===== config.mk =====
export PLATFORM = sky130hd
export DESIGN_NAME = alu_exec
export DESIGN_NICKNAME = d
export VERILOG_FILES = /design/src/rtl/kurm_alu_pkg.sv /design/src/rtl/alu_exec_seq_multiplier.sv /design/src/rtl/alu_exec.sv
export SDC_FILE = /design/constraint.sdc
export NUM_CORES = 1
export LEC_CHECK = 0
export ABC_AREA = 1
export BUFFER_PORTS_ARGS = -buffer_cell sky130_fd_sc_hd__buf_2
export CORE_MARGIN = 1
export CORE_UTILIZATION = 56
export DETAILED_ROUTE_END_ITERATION = 7
export PLACE_DENSITY = 0.74
export RECOVER_POWER = 50
export SLEW_MARGIN = 20
export SYNTH_ARGS = -nofsm -noshare
export SYNTH_HDL_FRONTEND = slang
export SYNTH_SLANG_ARGS = --single-unit

===== constraint.sdc =====
create_clock -name clk -period 2.35 [get_ports clk]
set_input_delay 0.47 -clock clk [delete_from_list [all_inputs] [get_ports clk]]
set_output_delay 0.47 -clock clk [all_outputs]
set_load 0.03 [all_outputs]

===== src/rtl/kurm_alu_pkg.sv =====
// Shared definitions for the ALU execution stage: default widths,
// opcode encoding and FSM state encoding.
package kurm_alu_pkg;

    localparam int WIDTH = 16;
    localparam int AW    = 4;

    localparam logic [3:0] OP_ADD  = 4'd0;
    localparam logic [3:0] OP_SUB  = 4'd1;
    localparam logic [3:0] OP_AND  = 4'd2;
    localparam logic [3:0] OP_OR   = 4'd3;
    localparam logic [3:0] OP_XOR  = 4'd4;
    localparam logic [3:0] OP_NOT  = 4'd5;
    localparam logic [3:0] OP_SHL  = 4'd6;
    localparam logic [3:0] OP_SHR  = 4'd7;
    localparam logic [3:0] OP_MUL  = 4'd8;
    localparam logic [3:0] OP_PASS = 4'd9;

    typedef enum logic [1:0] {
        ST_IDLE = 2'd0,
        ST_MUL  = 2'd1,
        ST_WB   = 2'd2
    } state_t;

endpackage


===== src/rtl/alu_exec_seq_multiplier.sv =====
// Unsigned shift-add multiplier, one partial product per cycle.
// o_done is high during the last iteration cycle; o_product then already
// includes that final partial product, so the caller can latch it on the
// same edge the iteration completes.
module seq_multiplier #(
    parameter int W = kurm_alu_pkg::WIDTH
) (
    input  logic           clk,
    input  logic           clear,
    input  logic           i_start,
    input  logic [W-1:0]   i_a,
    input  logic [W-1:0]   i_b,
    output logic           o_done,
    output logic [2*W-1:0] o_product
);
    localparam int         CW       = $clog2(W);
    localparam logic [CW-1:0] CNT_INIT = CW'(W - 1);

    logic [2*W-1:0] r_mcand;
    logic [W-1:0]   r_mplier;
    logic [2*W-1:0] r_acc;
    logic [CW-1:0]  r_cnt;
    logic           r_active;
    logic [2*W-1:0] w_addend;
    logic [2*W-1:0] w_acc_next;

    assign w_addend   = r_mplier[0] ? r_mcand : '0;
    assign w_acc_next = r_acc + w_addend;
    assign o_done     = r_active && (r_cnt == '0);
    assign o_product  = w_acc_next;

    // Operand capture on start, then one shift-add step per cycle until the count expires
    always_ff @(posedge clk or negedge clear) begin
        if (!clear) begin
            r_mcand  <= '0;
            r_mplier <= '0;
            r_acc    <= '0;
            r_cnt    <= '0;
            r_active <= 1'b0;
        end else if (i_start && !r_active) begin
            r_mcand  <= {{W{1'b0}}, i_a};
            r_mplier <= i_b;
            r_acc    <= '0;
            r_cnt    <= CNT_INIT;
            r_active <= 1'b1;
        end else if (r_active) begin
            r_acc    <= w_acc_next;
            r_mcand  <= r_mcand << 1;
            r_mplier <= r_mplier >> 1;
            if (r_cnt == '0) begin
                r_active <= 1'b0;
            end else begin
                r_cnt <= r_cnt - 1'b1;
            end
        end
    end

endmodule


===== src/rtl/alu_exec.sv =====
// ALU execution stage: single-cycle ops computed at acceptance, MUL handed
// to the sequential multiplier. Results leave as a one-cycle writeback
// strobe with registered data, address and status flags.
module alu_exec
    import kurm_alu_pkg::*;
#(
    parameter int WIDTH = kurm_alu_pkg::WIDTH,
    parameter int AW    = kurm_alu_pkg::AW
) (
    input  logic             clk,
    input  logic             clear,
    input  logic             start,
    input  logic [3:0]       op,
    input  logic [WIDTH-1:0] A,
    input  logic [WIDTH-1:0] B,
    input  logic [AW-1:0]    dest,
    output logic             busy,
    output logic [WIDTH-1:0] C,
    output logic [AW-1:0]    Caddr,
    output logic             load,
    output logic             zero,
    output logic             neg,
    output logic             carry,
    output logic             ovf
);
    state_t             r_state;
    logic               r_busy;
    logic [WIDTH-1:0]   r_c;
    logic [AW-1:0]      r_caddr;
    logic [AW-1:0]      r_mul_dest;
    logic               r_load;
    logic               r_zero, r_neg, r_carry, r_ovf;

    logic               w_accept;
    logic               w_mul_start;
    logic               w_mul_done;
    logic [2*WIDTH-1:0] w_prod;
    logic [WIDTH:0]     w_sum;
    logic [WIDTH-1:0]   w_diff;
    logic [WIDTH-1:0]   w_res;
    logic               w_cy;
    logic               w_ov;
    logic               w_valid;

    // A start is only honoured while no MUL is iterating
    assign w_accept    = start && (r_state != ST_MUL);
    assign w_mul_start = w_accept && (op == OP_MUL);

    seq_multiplier #(.W(WIDTH)) u_mul (
        .clk       (clk),
        .clear     (clear),
        .i_start   (w_mul_start),
        .i_a       (A),
        .i_b       (B),
        .o_done    (w_mul_done),
        .o_product (w_prod)
    );

    assign w_sum  = {1'b0, A} + {1'b0, B};
    assign w_diff = A - B;

    // Single-cycle result, carry and overflow for the opcode presented with start
    always_comb begin
        w_valid = 1'b1;
        w_res   = '0;
        w_cy    = 1'b0;
        w_ov    = 1'b0;
        case (op)
            OP_ADD: begin
                w_res = w_sum[WIDTH-1:0];
                w_cy  = w_sum[WIDTH];
                w_ov  = (A[WIDTH-1] == B[WIDTH-1]) && (w_sum[WIDTH-1] != A[WIDTH-1]);
            end
            OP_SUB: begin
                w_res = w_diff;
                w_cy  = (A < B);
                w_ov  = (A[WIDTH-1] != B[WIDTH-1]) && (w_diff[WIDTH-1] != A[WIDTH-1]);
            end
            OP_AND:  w_res = A & B;
            OP_OR:   w_res = A | B;
            OP_XOR:  w_res = A ^ B;
            OP_NOT:  w_res = ~A;
            OP_SHL:  w_res = A << B[3:0];
            OP_SHR:  w_res = A >> B[3:0];
            OP_PASS: w_res = B;
            default: w_valid = 1'b0;
        endcase
    end

    // Control FSM with registered writeback strobe, data, address and flags
    always_ff @(posedge clk or negedge clear) begin
        if (!clear) begin
            r_state    <= ST_IDLE;
            r_busy     <= 1'b0;
            r_c        <= '0;
            r_caddr    <= '0;
            r_mul_dest <= '0;
            r_load     <= 1'b0;
            r_zero     <= 1'b0;
            r_neg      <= 1'b0;
            r_carry    <= 1'b0;
            r_ovf      <= 1'b0;
        end else begin
            r_load <= 1'b0;
            case (r_state)
                ST_IDLE, ST_WB: begin
                    r_state <= ST_IDLE;
                    if (w_accept) begin
                        if (op == OP_MUL) begin
                            r_state    <= ST_MUL;
                            r_busy     <= 1'b1;
                            r_mul_dest <= dest;
                        end else if (w_valid) begin
                            r_state <= ST_WB;
                            r_load  <= 1'b1;
                            r_c     <= w_res;
                            r_caddr <= dest;
                            r_zero  <= (w_res == '0);
                            r_neg   <= w_res[WIDTH-1];
                            r_carry <= w_cy;
                            r_ovf   <= w_ov;
                        end
                    end
                end
                ST_MUL: begin
                    if (w_mul_done) begin
                        r_state <= ST_WB;
                        r_busy  <= 1'b0;
                        r_load  <= 1'b1;
                        r_c     <= w_prod[WIDTH-1:0];
                        r_caddr <= r_mul_dest;
                        r_zero  <= (w_prod[WIDTH-1:0] == '0);
                        r_neg   <= w_prod[WIDTH-1];
                        r_carry <= |w_prod[2*WIDTH-1:WIDTH];
                        r_ovf   <= 1'b0;
                    end
                end
                default: r_state <= ST_IDLE;
            endcase
        end
    end

    assign busy  = r_busy;
    assign C     = r_c;
    assign Caddr = r_caddr;
    assign load  = r_load;
    assign zero  = r_zero;
    assign neg   = r_neg;
    assign carry = r_carry;
    assign ovf   = r_ovf;

endmodule


==> results.cfg, run 1 <==
[global_route]
grt_max_degree = 48
grt-ovfl-total = 111
grt_usage_pct = 74.8

[cts]
numCtsBuffers = 17
numClockSinks = 116
root_buffer = clkbuf_16
htree_levels = 4
cts_buffer_depth = 2
hold_buffers = 0

[floorplan]
io_pins = 69
die_h_um = 145
initial_core_util_pct = 57.0
num_rows = 52
fp.dieW_um = 145

[placed_design]
dp_hpwl_um = 38200
gp_congestion = 1.06
numPortBuffers = 68

[logic_synthesis]
syn-cell-area_mm2 = 0.0115
synth_top_area_share_pct = 25.2
synth_largest_area_cell = dfrtp_1
synth.avg_cell_area_um2 = 6.20
synth_seq_cells = 116
synth_area_leaders = dfrtp_1, nand2_1, ha_1
synth_seq_area_share_pct = 25.2
synthCells = 1854
synth_flop_cell = dfrtp_1
yosysUniqueCellTypes = 47
async_flop_share_pct = 100
yosysWarnings = 0
synth_edf_count = 0
syn_nets = 1982

[outcome]
firstError = [ERROR GRT-0232] Routing congestion too high. Check the congestion heatmap in the GUI.
outcome = stopped before the end
failing_step = global routing (5_1_grt)

[sta]
grt-worst-endpoint = carry$_DFFE_PN0P_/D
worst-ep-kind = register data pin
==> kinds of logic after synthesis <==
family,count (synthesis),synth area share (%)
AND/OR/NAND/NOR,1043,38.1
buffers and inverters,330,11.7
AO/OA/AOI/OAI,257,13.6
flip-flops,116,25.2
adder cells (fa/ha/maj),85,9.45
XOR/XNOR,18,1.37
multiplexers,5,0.479
==> cells in the mapped netlist (4+ instances only) <==
master    count
nand2_1     604
inv_1       253
nand3_1     200
nor2_1      168
dfrtp_1     116
ha_1         82
a21oi_1      76
o21ai_0      67
a22o_1       25
clkbuf_1     25
buf_2        24
o22ai_1      24
o211ai_1     22
nand4_1      19
o221ai_1     15
xor2_1       13
inv_2        11
nor3_1       11
o21ai_1      11
buf_4         9
nand2_2       7
nor2_4        7
and2_1        6
buf_6         6
nand3b_1      6
nor2_2        5
xnor2_1       5
a31oi_1       4
mux2_2        4
==> metrics by stage <==
step / utilization, % / setup slack [ns] / cell area, um^2 / TNS [ns] / instances
after floorplan: - / -0.0394 / 11500 / -0.0394 / 1854
after global placement: 71.7 / -0.525 / 14500 / -6.70 / 2458
after CTS: 78.0 / -0.316 / 15700 / -2.46 / 2495
after detailed placement: 71.7 / -0.613 / 14500 / -9.66 / 2458
==> timing repair <==
item,CTS
setup endpoints to repair,40
setup buffers,8
gates resized for setup,157
pin swaps,36
==> routing by layer <==
layer,GRT overflow,track usage (%)
met3,3,57.3
met5,0,26.7
met2,66,93.0
met4,40,69.1
met1,2,77.1
==> inputs of run 2 (changes only) <==
- CORE_UTILIZATION: 56 -> 40
- PLACE_DENSITY: 0.74 -> unset
- PLACE_DENSITY_LB_ADDON: unset -> 0.15
- clock period: 2.35 -> 3.1 ns (I/O delays scaled with it)
==> results.cfg, run 2 <==
[route]
remaining_drc_errors = 0
met1_length_um = 19300
drt-total-wl_um = 46300
via_per_inst = 5.46
dr_wl_met3_um = 3080
drt_first_pass_iters = 6
ant_nets = 0
detail_route.wl_per_cell_um = 19.7
maxUsedRoutingLayer = met4
num_vias = 12880
drt_iter0_markers = 1266
wl_met2_um = 21600

[finish]
reg_top3 = u_mul.r_acc x32, u_mul.r_mcand x32, u_mul.r_mplier x16
n_antenna_cell = 0
nets = 2094
fillers = 3052
drive_gt1_share_pct = 11.2
post-route-util_pct = 47.3
post-route-cell-area_mm2 = 0.0132
area_growth_pct = 15.1
layout_common_cells = nand2_1, inv_1, nand3_1
seq_area_mm2 = 0.00291
final_common_cell = nand2_1
multiInputGateArea_mm2 = 0.00726

[logic_synthesis]
yosysWarnings = 0
synth_common_cells = nand2_1, inv_1, nand3_1
async_flop_share_pct = 100
synth.avg_cell_area_um2 = 6.20
synth_largest_area_cell = dfrtp_1
synth_most_common_cell = nand2_1
synth_seq_area_share_pct = 25.2
syn_nets = 1982
synthCells = 1854
synth_top_area_share_pct = 25.2
syn-cell-area_mm2 = 0.0115
synth_area_leaders = dfrtp_1, nand2_1, ha_1
synth_seq_cells = 116
synth_edf_count = 0
synth_flop_cell = dfrtp_1
yosysUniqueCellTypes = 47

[cts]
cts_tree = yes
clk_pin_slew_ns = 0.07
htree_levels = 4
clock_latency_ns = 0.43
root_buffer = clkbuf_16
numCtsBuffers = 17
numClockSinks = 116
cts_buffer_depth = 2

[placed_design]
numPortBuffers = 68
gp_congestion = 0.994
dpl_cell_area_mm2 = 0.0127
dp_hpwl_um = 37300

[power]
pwr-share-seq_pct = 30.6
max-vdd-ir-drop_v = 0.000448
leakage_nw = 7.19
p_sw_share_pct = 45.4
internal_power_mw = 4.43
p_switching_mw = 3.69
clkPwrFrac_pct = 25.2
powerDensity_mw_per_mm2 = 613
comb_power_share_pct = 44.2
power_mw = 8.12

[setup_path]
cp_max_fo = 14
crit_chain = nand2_1, inv_1, ha_1, fa_1, nand2_1, a21oi_2, nand2_1, nand2_1, nand2_1, nand2_2, nand2_1, nand2_1, nand2_1, nand2_1, nor2_1, nand2_1, nor2_1, nand3_1, nand2_1, nand2_1
cp_top_family = simple AND/OR/NAND/NOR gates
crit_slowest_cell = dfrtp_2
max_stage_delay_ns = 0.51
r2r_cells = 20
cp_common_cell = nand2_1
crit_arrival_ns = 3.16
start_kind = flip-flop
critPathKind = reg -> reg
r2r_start = u_mul.r_mplier[0]
worstPathRequired_ns = 3.42
reg2reg_to = carry
path_buf_inv = 1
cp-end-kind = flip-flop
r2r_slack_ns = 0.25

[global_route]
grt_usage_pct = 32.3
grt_max_degree = 72
first_global_vias = 12210
grt-ovfl-total = 0
grt_pass1_wl_um = 70400
antenna_found_initial = 0

[sta]
setup_viol = 0
finalCritPeriodShare_pct = 91.9
slew_headroom_pct = 39.0
finClkSkew_ns = 0.0172
maxSlewViolCount = 0
tightest_slew_ns = 0.914
max_freq_mhz = 351
hold_violations = 0
rsz0062_at_grt = no
min_period_ns = 2.85

[floorplan]
coreArea_mm2 = 0.0280
fp.dieW_um = 172
io_pins = 69
num_rows = 61
dieArea_mm2 = 0.0294
initial_core_util_pct = 41.0
die_h_um = 172

[worst_hold_path]
hold_path.class = in -> async

[flow_run]
drv_cap = 0

[outcome]
outcome = complete, no violations
[run 2: worst register-to-register path: cells and delay by family, from the launching register on]
kind,cells,cell delay [ns]
adder cells (fa/ha/maj),2,0.65
flip-flops,1,0.51
buffers and inverters,1,0.04
AND/OR/NAND/NOR,16,1.46
AO/OA/AOI/OAI,1,0.10
[run 2: layer usage]
layer | vias up | GRT usage (%)
met5 | - | 0
met4 | 0 | 16.2
met3 | 111 | 4.62
met2 | 556 | 53.6
met1 | 5991 | 40.7
li1 | 6222 | -
[run 2: kinds of logic after synthesis]
logic type | synth area share (%)
AO/OA/AOI/OAI | 13.6
XOR/XNOR | 1.37
adder cells (fa/ha/maj) | 9.45
buffers and inverters | 11.7
flip-flops | 25.2
multiplexers | 0.479
AND/OR/NAND/NOR | 38.1
[run 2: area by class of cell]
class                           count  share of cell area, %
Clock buffer                       17                   3.21
Clock inverter                     15                   1.19
Inverter                          265                   7.51
Multi-Input combinational cell   1408                   54.8
Sequential cell                   116                   21.9
Tap cell                          378                   3.57
Timing Repair Buffer              158                   7.75
[run 2: how the worst max path moves through the flow]
stage / startpoint / to / depth (start not counted) / slack [ns]
after detailed placement: B[11] / zero / 17 / -0.02
after global routing: u_mul.r_mplier[0] / carry / 20 / 0.009
after floorplan: B[2] / zero / 18 / 0.47
final: u_mul.r_mplier[0] / carry / 20 / 0.25
after CTS: u_mul.r_mplier[0] / carry / 20 / 0.10
after global placement: B[11] / zero / 17 / -0.08
[run 2: power groups by stage]
stage / Sequential [mW] / Clock (mW) / Combinational, mW
3_3_place_gp: 2.50 / 0 / 3.53
3_5_place_dp: 2.49 / 0 / 3.56
4_1_cts: 2.47 / 2.08 / 3.57
2_1_floorplan: 2.43 / 0 / 2.20
6_report: 2.48 / 2.05 / 3.59
5_1_grt: 2.53 / 2.13 / 3.95
[run 2: metrics by stage]
stage	hold WS (ns)	instances	setup TNS, ns	setup slack (ns)
2_1_floorplan	0.324	1854	0	0.466
3_3_place_gp	0.465	2324	-0.0800	-0.0800
3_5_place_dp	0.468	2324	-0.0229	-0.0229
4_1_cts	0.0344	2356	0	0.103
5_1_grt	0.347	2357	0	0.00928
6_report	0.301	2357	0	0.252
[run 2: what timing repair did]
item,CTS,global route
hold buffers,0,0
setup buffers,0,1
gates resized for setup,0,3
endpoints found under the setup margin,0,2
Note: power is estimated with default switching activity, not from simulation.
